## src/rtl/mem_access_unit.sv

```systemverilog
// mem_access_unit
//   Load/store front end for a 64-bit, byte-addressed, little-endian data
//   memory that only supports full 64-bit writes. It turns byte, half, word
//   and double requests into memory transactions. Partial stores use
//   read-modify-write. Loads are sign- or zero-extended. Each request ends
//   with a one-cycle completion pulse.
//
//   Optional build macro: MEM_ACCESS_ADDR_CHECK_EN
//     When it is defined, out-of-range requests finish with resp_error.
//     When it is undefined, resp_error is always 0.
//
// Parameters
//   MEM_RD_LAT    cycles from a stable mem_raddress to valid mem_data_out (1-4)
//   ADDR_BITS     implemented memory address bits (used only by the range check)
//
// Ports
//   clk, rst_n            clock; synchronous active-low reset
//   req_valid/req_ready   request handshake (ready only in IDLE, outside reset)
//   req_write             1 = store, 0 = load
//   req_size              00 byte, 01 half, 10 word, 11 double
//   req_unsigned          zero-extend loads
//   req_addr, req_wdata   byte address (any alignment), right-justified store data
//   resp_valid            one-cycle completion pulse
//   resp_rdata            extended load data, held until the next load completes
//   resp_error            range error, qualified by resp_valid
//   mem_raddress          memory read address
//   mem_waddress          memory write address
//   mem_data_in           memory write data
//   mem_data_out          memory read data
//   mem_write             memory write enable
//
// state   | meaning
// --------+---------------------------------------------------------------
// IDLE    | waiting for a request; req_ready high
// RD_WAIT | reading memory; counter runs 0..MEM_RD_LAT-1, data sampled at end
// WRITE   | one-cycle full 64-bit memory write of merge_q
// DONE    | resp_valid pulse, then back to IDLE

module mem_access_unit #(
  parameter int MEM_RD_LAT = 1,
  parameter int ADDR_BITS  = 16
) (
  input  logic        clk,
  input  logic        rst_n,
  input  logic        req_valid,
  output logic        req_ready,
  input  logic        req_write,
  input  logic [1:0]  req_size,
  input  logic        req_unsigned,
  input  logic [63:0] req_addr,
  input  logic [63:0] req_wdata,
  output logic        resp_valid,
  output logic [63:0] resp_rdata,
  output logic        resp_error,
  output logic [63:0] mem_raddress,
  output logic [63:0] mem_waddress,
  output logic [63:0] mem_data_in,
  input  logic [63:0] mem_data_out,
  output logic        mem_write
);

  typedef enum logic [1:0] {
    IDLE    = 2'd0,
    RD_WAIT = 2'd1,
    WRITE   = 2'd2,
    DONE    = 2'd3
  } state_t;

  localparam logic [1:0] CNT_LAST = 2'(MEM_RD_LAT - 1);

`ifdef MEM_ACCESS_ADDR_CHECK_EN
  localparam bit ADDR_CHECK = 1'b1;
`else
  localparam bit ADDR_CHECK = 1'b0;
`endif

  state_t      state_q, state_d;
  logic [1:0]  cnt_q, cnt_d;
  logic [63:0] addr_q;
  logic [1:0]  size_q;
  logic        uns_q;
  logic        write_q;
  logic [63:0] wdata_q;
  logic [63:0] merge_q;
  logic [63:0] rdata_q;
  logic        err_q;

  logic        accept;
  logic        rd_sample;
  logic        addr_bad;
  logic [ADDR_BITS:0] end_addr;

  function automatic logic [3:0] size_bytes(input logic [1:0] size);
    case (size)
      2'b00:   size_bytes = 4'd1;
      2'b01:   size_bytes = 4'd2;
      2'b10:   size_bytes = 4'd4;
      default: size_bytes = 4'd8;
    endcase
  endfunction

  function automatic logic [63:0] lane_mask(input logic [1:0] size);
    case (size)
      2'b00:   lane_mask = 64'h0000_0000_0000_00FF;
      2'b01:   lane_mask = 64'h0000_0000_0000_FFFF;
      2'b10:   lane_mask = 64'h0000_0000_FFFF_FFFF;
      default: lane_mask = 64'hFFFF_FFFF_FFFF_FFFF;
    endcase
  endfunction

  function automatic logic [63:0] extend(input logic [63:0] data,
                                         input logic [1:0]  size,
                                         input logic        uns);
    case (size)
      2'b00:   extend = {{56{data[7]  & ~uns}}, data[7:0]};
      2'b01:   extend = {{48{data[15] & ~uns}}, data[15:0]};
      2'b10:   extend = {{32{data[31] & ~uns}}, data[31:0]};
      default: extend = data;
    endcase
  endfunction

  // The range check uses one extra bit so that an access ending exactly at
  // the top of memory (end == 2^ADDR_BITS) is still legal.
  always_comb begin
    end_addr = {1'b0, req_addr[ADDR_BITS-1:0]}
             + {{(ADDR_BITS-3){1'b0}}, size_bytes(req_size)};
    addr_bad = ADDR_CHECK &&
               ((|req_addr[63:ADDR_BITS]) ||
                (end_addr > {1'b1, {ADDR_BITS{1'b0}}}));
  end

  assign accept    = req_valid && req_ready;
  assign rd_sample = (state_q == RD_WAIT) && (cnt_q == CNT_LAST);

  always_ff @(posedge clk) begin
    if (!rst_n) begin
      state_q <= IDLE;
      cnt_q   <= 2'd0;
    end else begin
      state_q <= state_d;
      cnt_q   <= cnt_d;
    end
  end

  always_comb begin
    state_d = state_q;
    cnt_d   = cnt_q;
    case (state_q)
      IDLE: begin
        cnt_d = 2'd0;
        if (accept) begin
          if (addr_bad)
            state_d = DONE;
          else if (req_write && (req_size == 2'b11))
            state_d = WRITE;
          else
            state_d = RD_WAIT;
        end
      end
      RD_WAIT: begin
        if (cnt_q == CNT_LAST) begin
          cnt_d   = 2'd0;
          state_d = write_q ? WRITE : DONE;
        end else begin
          cnt_d = cnt_q + 2'd1;
        end
      end
      WRITE:   state_d = DONE;
      DONE:    state_d = IDLE;
      default: state_d = IDLE;
    endcase
  end

  always_ff @(posedge clk) begin
    if (!rst_n) begin
      addr_q  <= '0;
      size_q  <= '0;
      uns_q   <= 1'b0;
      write_q <= 1'b0;
      wdata_q <= '0;
      merge_q <= '0;
      rdata_q <= '0;
      err_q   <= 1'b0;
    end else begin
      if (accept) begin
        addr_q  <= req_addr;
        size_q  <= req_size;
        uns_q   <= req_unsigned;
        write_q <= req_write;
        wdata_q <= req_wdata;
        err_q   <= addr_bad;
        // A double store needs no read, so its write data is ready at once.
        if (req_write && (req_size == 2'b11))
          merge_q <= req_wdata;
      end
      if (rd_sample) begin
        if (write_q)
          merge_q <= (mem_data_out & ~lane_mask(size_q)) |
                     (wdata_q & lane_mask(size_q));
        else
          rdata_q <= extend(mem_data_out, size_q, uns_q);
      end
    end
  end

  // rst_n gates these outputs directly, so a reset that arrives mid
  // read-modify-write cannot leak a write or a response in that cycle.
  assign req_ready    = (state_q == IDLE) && rst_n;
  assign resp_valid   = (state_q == DONE) && rst_n;
  assign resp_error   = resp_valid && err_q;
  assign resp_rdata   = rdata_q;
  assign mem_raddress = addr_q;
  assign mem_waddress = addr_q;
  assign mem_data_in  = merge_q;
  assign mem_write    = (state_q == WRITE) && rst_n;

endmodule

```

## config.mk

```make
export PLATFORM = sky130hd
export DESIGN_NAME = mem_access_unit
export DESIGN_NICKNAME = d
export VERILOG_FILES = /design/src/rtl/mem_access_unit.sv
export SDC_FILE = /design/constraint.sdc
export NUM_CORES = 1
export LEC_CHECK = 0
export BUFFER_PORTS_ARGS = -buffer_cell sky130_fd_sc_hd__buf_2
export CAP_MARGIN = 20
export CORE_AREA = 4 4 176 178
export CTS_BUF_LIST = sky130_fd_sc_hd__clkbuf_8 sky130_fd_sc_hd__clkbuf_16
export CTS_CLUSTER_SIZE = 10
export DETAILED_ROUTE_END_ITERATION = 10
export DIE_AREA = 0 0 180 182
export GPL_ROUTABILITY_DRIVEN = 0
export PLACE_DENSITY = 0.76
export SLEW_MARGIN = 5
export SYNTH_ARGS = -nofsm -noshare
export SYNTH_HDL_FRONTEND = slang
export SYNTH_SLANG_ARGS = --single-unit
```

## constraint.sdc

```tcl
create_clock -name clk -period 5.9 [get_ports clk]
set_clock_uncertainty 0.2 [all_clocks]
set_input_delay 0.295 -clock clk [delete_from_list [all_inputs] [get_ports clk]]
set_output_delay 0.295 -clock clk [all_outputs]
set_load 0.02 [all_outputs]
```

==> results.cfg, run 1 <==
[yosys]
synth_cell_types = 34
synthesis.nets = 1595
synth-seq-area-share_pct = 48.0
syn_area_per_cell_sq_um = 7.92
ys_seq_elements = 264
synthFlopType = dfxtp_1
synthArstFlopShare_pct = 0
ys_warn_count = 0
netlist_instances = 1390
synth_edf_count = 0
synth_area_sq_mm = 0.0110

[sta]
hold_violations = 0
period_share_pct = 60.7
rsz0062_at_grt = false
period_needed_ns = 3.58
slew_headroom_pct = 31.3
worstMarginPinSlew_ns = 1.03
fmax_mhz = 279
setup_tns_ns = 0
fin_ws_ns = 2.32
slew_violations = 0
finalSetupViolations = 0

[power]
internal-power_uw = 3790
p_seq_share_pct = 40.5
ir_worst_vdd_v = 0.000258
p_leak_uw = 0.00696
comb_power_share_pct = 33.4
switching_share_pct = 37.3
power_density_mw_per_mm2 = 382
p_switching_uw = 2250
clockPowerShare_pct = 26.1

[finish]
nets = 2128
finalInstanceArea_sq_mm = 0.0158
layout-area-overhead-vs-synth_pct = 43.5
drive_gt1_share_pct = 29.4

[clocking]
htreeDepth = 1
post-cts-setup-buffers = 0
clock_path_buffers = 3
cts_tree = built
cts_buffers = 30
clock-sinks = 264
path_clk_slew_ns = 0.05
root_buffer = clkbuf_16
clkLatencyLatePin_ns = 0.55

[worst_setup_path]
critPathKind = in -> reg
worstPathRequired_ns = 6.13
crit_start = rst_n
startpoint_type = input pin
path_common_cell = dlygate4sd3_1
cpMaxStageDelayCell = buf_4
crit_path_max_incr_delay_ns = 0.86
cp_top_family = buffers and inverters
worstReg2RegStart = state_q[0]
critPathCaptureType = flip-flop
cp_cell_sequence = dlygate4sd3_1 > buf_6 > and3_4 > buf_4 > o21ai_0 > dlygate4sd3_1
rr_worst_depth = 6
crit_cells = 6
path_max_fanout = 122
crit_buf_inv = 4
cp.arrival_ns = 3.81

[grt]
gr-usage-all-layers_pct = 22.6
grt_max_degree = 123
gr-total-overflow = 0
antenna_found_initial = 9
grt_pass1_wl_mm = 61.7
grt_pass1_vias = 11800

[floorplan]
die_x_microns = 180
core-area_sq_mm = 0.0294
dieArea_sq_mm = 0.0328
start_util_pct = 37.5
ios = 459
die_h_microns = 182
num_rows = 63

[route]
routed_wl_mm = 39.8
drc = 0
ant_nets = 0
via_per_inst = 5.16
drtPass1Iterations = 5
drt_iter0_drc = 913
vias = 12000
post_drt_wl_per_cell_microns = 17.1

[placed_design]
post-place-ws_ns = 2.67
place.port_buffers = 457
dp_hpwl_mm = 24.3
place_area_sq_mm = 0.0129

[job]
cap_violations = 0

[run_status]
outcome = completed

[hold_path]
worstHoldPathType = in -> reg
hold_start = req_valid
hold_depth = 5
-- worst paths after layout --
kind                 end  slack (ns)
min reg2reg   wdata_q[1]        0.25
max          wdata_q[14]        2.32
min           state_q[0]        0.07
max reg2reg  wdata_q[14]        2.45
-- stage by stage --
step	hold slack [ns]	utilization, %	total power [uW]	cells
floorplan	0.204	-	3720	1390
global placement	0.241	43.9	4250	2072
detailed placement	0.248	43.9	4300	2072
CTS	0.0258	53.6	6030	2316
global route	0.0996	53.7	6330	2325
finish	0.0698	53.7	6040	2327
-- layout make-up --
cell class	instances	area, sq um
Fill cell	2481	13600
Sequential cell	264	5290
Multi-Input combinational cell	944	4720
Timing Repair Buffer	678	4480
Clock buffer	30	751
Tap cell	390	488
Clock inverter	5	32.5
Antenna cell	11	27.5
Inverter	5	18.8
-- cell families (layout without fill, tap and decap cells) --
logic type	count (synthesis)	after routing	share of synthesized area [%]
other cells	1	12	0.0341
fa+ha+maj	6	6	0.682
flops	264	264	48.0
simple gates	491	491	17.3
mux	57	57	5.82
buf+inv	182	718	9.29
compound gates	389	389	18.8
-- layout by cell type, fill, tap and decap left out, types with 2 or more instances in the layout --
cell             n
nand2_1        457
buf_2          456
dfxtp_1        264
o21ai_0        251
dlygate4sd3_1  209
a31oi_1         64
a21oi_1         59
mux2_2          56
clkbuf_16       30
buf_4           12
diode_2         11
a21boi_0         9
inv_1            8
nor2_1           8
ha_1             6
and2_1           5
nor2b_1          5
nor2_2           2
o21a_1           2
nand3_1          2
nand2b_1         2
nor3_1           2
-- layer usage --
layer | wire, microns | global-route usage, %
met5 | 0 | 0
met4 | 2480 | 13.3
met3 | 3310 | 5.29
met2 | 19300 | 39.2
met1 | 14700 | 25.3
-- sequential cells by signal, indices dropped and copies added, names as in the netlist --
name          count
wdata_q          64
mem_data_in      64
resp_rdata       64
write_q           1
state_q           2
uns_q             1
mem_raddress     64
cnt_q             2
size_q            2
-- power by group through the flow --
stage | logic (uW) | registers [uW] | clock network [uW]
after CTS | 1990 | 2430 | 1610
final | 2020 | 2450 | 1580
after global placement | 1810 | 2450 | 0
after detailed placement | 1840 | 2460 | 0
after floorplan | 941 | 2780 | 0
after global routing | 2180 | 2490 | 1670
-- worst reg2reg max path, cell delays in order, from the launching register on --
cell           delay (ns)
dfxtp_1              0.33
inv_1                0.09
ha_1                 0.29
and3_4               0.70
buf_4                0.86
o21ai_0              0.25
dlygate4sd3_1        0.62
-- cells in the mapped netlist (all sizes together), types with 2 or more instances --
cell type,instances,area [sq um]
dfxtp,264,5290
and3,2,12.5
nor2,10,42.5
a21oi,59,295
and2,5,31.3
nand3,4,25.0
clkbuf,73,274
nand2,457,1720
mux2,56,631
o21a,2,15.0
nor3,2,10.0
inv,5,18.8
ha,6,75.1
buf,104,731
nor2b,5,31.3
or2,2,12.5
a31oi,64,400
o21ai,251,1260
nand2b,2,12.5
a21boi,9,67.6
-- what timing repair did --
action,in CTS,in global routing
hold endpoints to repair,262,0
hold buffers,209,0
gates resized for setup,0,0
Power figures use the tool's default switching activity.
==> run 2: changes to the inputs <==
Clock period 5.9 ns to 3.3 ns, I/O delays scaled along.
==> results.cfg, run 2 (synthesis gave the netlist of run 1 again) <==
[clocking]
clkLatencyLatePin_ns = 0.55
htreeDepth = 1
ctsHoldBuffers = 216
cts_buffers = 31
cts_tree = built
clock_path_buffers = 3
root_buffer = clkbuf_16
ctsResizeCount = 0
post-cts-setup-buffers = 0
clock-sinks = 264
path_clk_slew_ns = 0.06

[worst_setup_path]
critPathKind = reg -> reg
rr_worst_depth = 7
path_max_fanout = 56
worstPathRequired_ns = 3.58
critPathCaptureType = flip-flop
startpoint_type = flip-flop
cp.arrival_ns = 3.33

[route]
drtPass1Iterations = 7
vias = 12100
routed_wl_mm = 40.5
post_drt_wl_per_cell_microns = 17.4
ant_nets = 0
drt_iter0_drc = 735
via_per_inst = 5.16
drc = 0

[finish]
layout-area-overhead-vs-synth_pct = 45.3
nFillCells = 2475
regArea_sq_mm = 0.00529
multi_input_area_sq_mm = 0.00472
layout_commonest_cell = nand2_1
finalInstanceArea_sq_mm = 0.0160
drive_gt1_share_pct = 29.4
nets = 2139
final_cell_mix = nand2_1, buf_2, dfxtp_1

[grt]
antenna_found_initial = 4
grt_pass1_wl_mm = 63.6
grt_pass1_vias = 12200
gr-usage-all-layers_pct = 23.2
gr-total-overflow = 0
grt_max_degree = 141

[power]
internal-power_uw = 6930
p_seq_share_pct = 39.7
comb_power_share_pct = 33.0
p_switching_uw = 4080
clockPowerShare_pct = 27.3
p_leak_uw = 0.00708
power_density_mw_per_mm2 = 688
ir_worst_vdd_v = 0.000475
switching_share_pct = 37.1

[sta]
slew_violations = 0
period_share_pct = 92.4
period_needed_ns = 3.05
fmax_mhz = 328
setup_tns_ns = 0
finalSetupViolations = 0
hold_violations = 0
rsz0062_at_grt = false
slew_headroom_pct = 39.7
worstMarginPinSlew_ns = 0.905

[placed_design]
dp_hpwl_mm = 24.5
place_area_sq_mm = 0.0130
place.port_buffers = 457

[floorplan]
die_x_microns = 180
dieArea_sq_mm = 0.0328
num_rows = 63
die_h_microns = 182
ios = 459
core-area_sq_mm = 0.0294
start_util_pct = 37.5

[hold_path]
hold_depth = 4
worstHoldPathType = in -> reg

[job]
cap_violations = 0

[run_status]
outcome = completed
==> run 2: final cells by class <==
| type | instances | share of cell area [%] |
|---|---|---|
| clock inverter | 10 | 0.453 |
| inverter | 5 | 0.117 |
| timing repair buffer | 688 | 28.9 |
| antenna | 4 | 0.0625 |
| sequential | 264 | 33.0 |
| tap | 390 | 3.05 |
| multi-input combinational | 944 | 29.5 |
| clock buffer | 31 | 4.85 |
==> run 2: layer usage <==
layer,GRT usage (%),wire length (microns),vias to the layer above
met1,25.8,15000,5525
met3,5.39,3170,214
li1,-,-,5642
met4,13.6,2670,0
met2,40.6,19700,677
met5,0,0,-
==> run 2: worst max-delay path, cell delays in order (launching register included) <==
cell and delay [ns]:
dfxtp_1 0.34, inv_1 0.09, ha_1 0.35, and3b_2 0.39, buf_4 0.52, nand2_1 0.16, a21boi_0 0.28, dlygate4sd3_1 0.60
==> run 2: through the flow <==
stage | utilization (%) | std cells | total power (uW) | hold slack (ns) | worst slack [ns]
2_1_floorplan | - | 1390 | 6650 | 0.0736 | 1.33
3_3_place_gp | 44.2 | 2075 | 7630 | 0.157 | 1.00
3_5_place_dp | 44.2 | 2075 | 7710 | 0.165 | 0.888
4_1_cts | 54.4 | 2332 | 11000 | 0.114 | 0.504
5_1_grt | 54.4 | 2336 | 11600 | 0.142 | 0.0730
6_report | 54.4 | 2336 | 11000 | 0.145 | 0.252
==> run 2: worst paths after layout <==
path	slack, ns	start	endpoint
setup reg to reg	0.25	state_q[1]	resp_rdata[6]
setup / recovery	0.25	state_q[1]	resp_rdata[6]
hold / removal	0.14	req_addr[15]	mem_raddress[15]
hold reg to reg	0.25	wdata_q[54]	wdata_q[54]
==> run 2: power groups by stage <==
stage | sequential (uW) | clock [uW] | combinational, uW
2_1_floorplan | 4970 | 0 | 1680
3_3_place_gp | 4380 | 0 | 3250
3_5_place_dp | 4390 | 0 | 3310
4_1_cts | 4350 | 3060 | 3570
5_1_grt | 4450 | 3180 | 3930
6_report | 4370 | 3000 | 3630
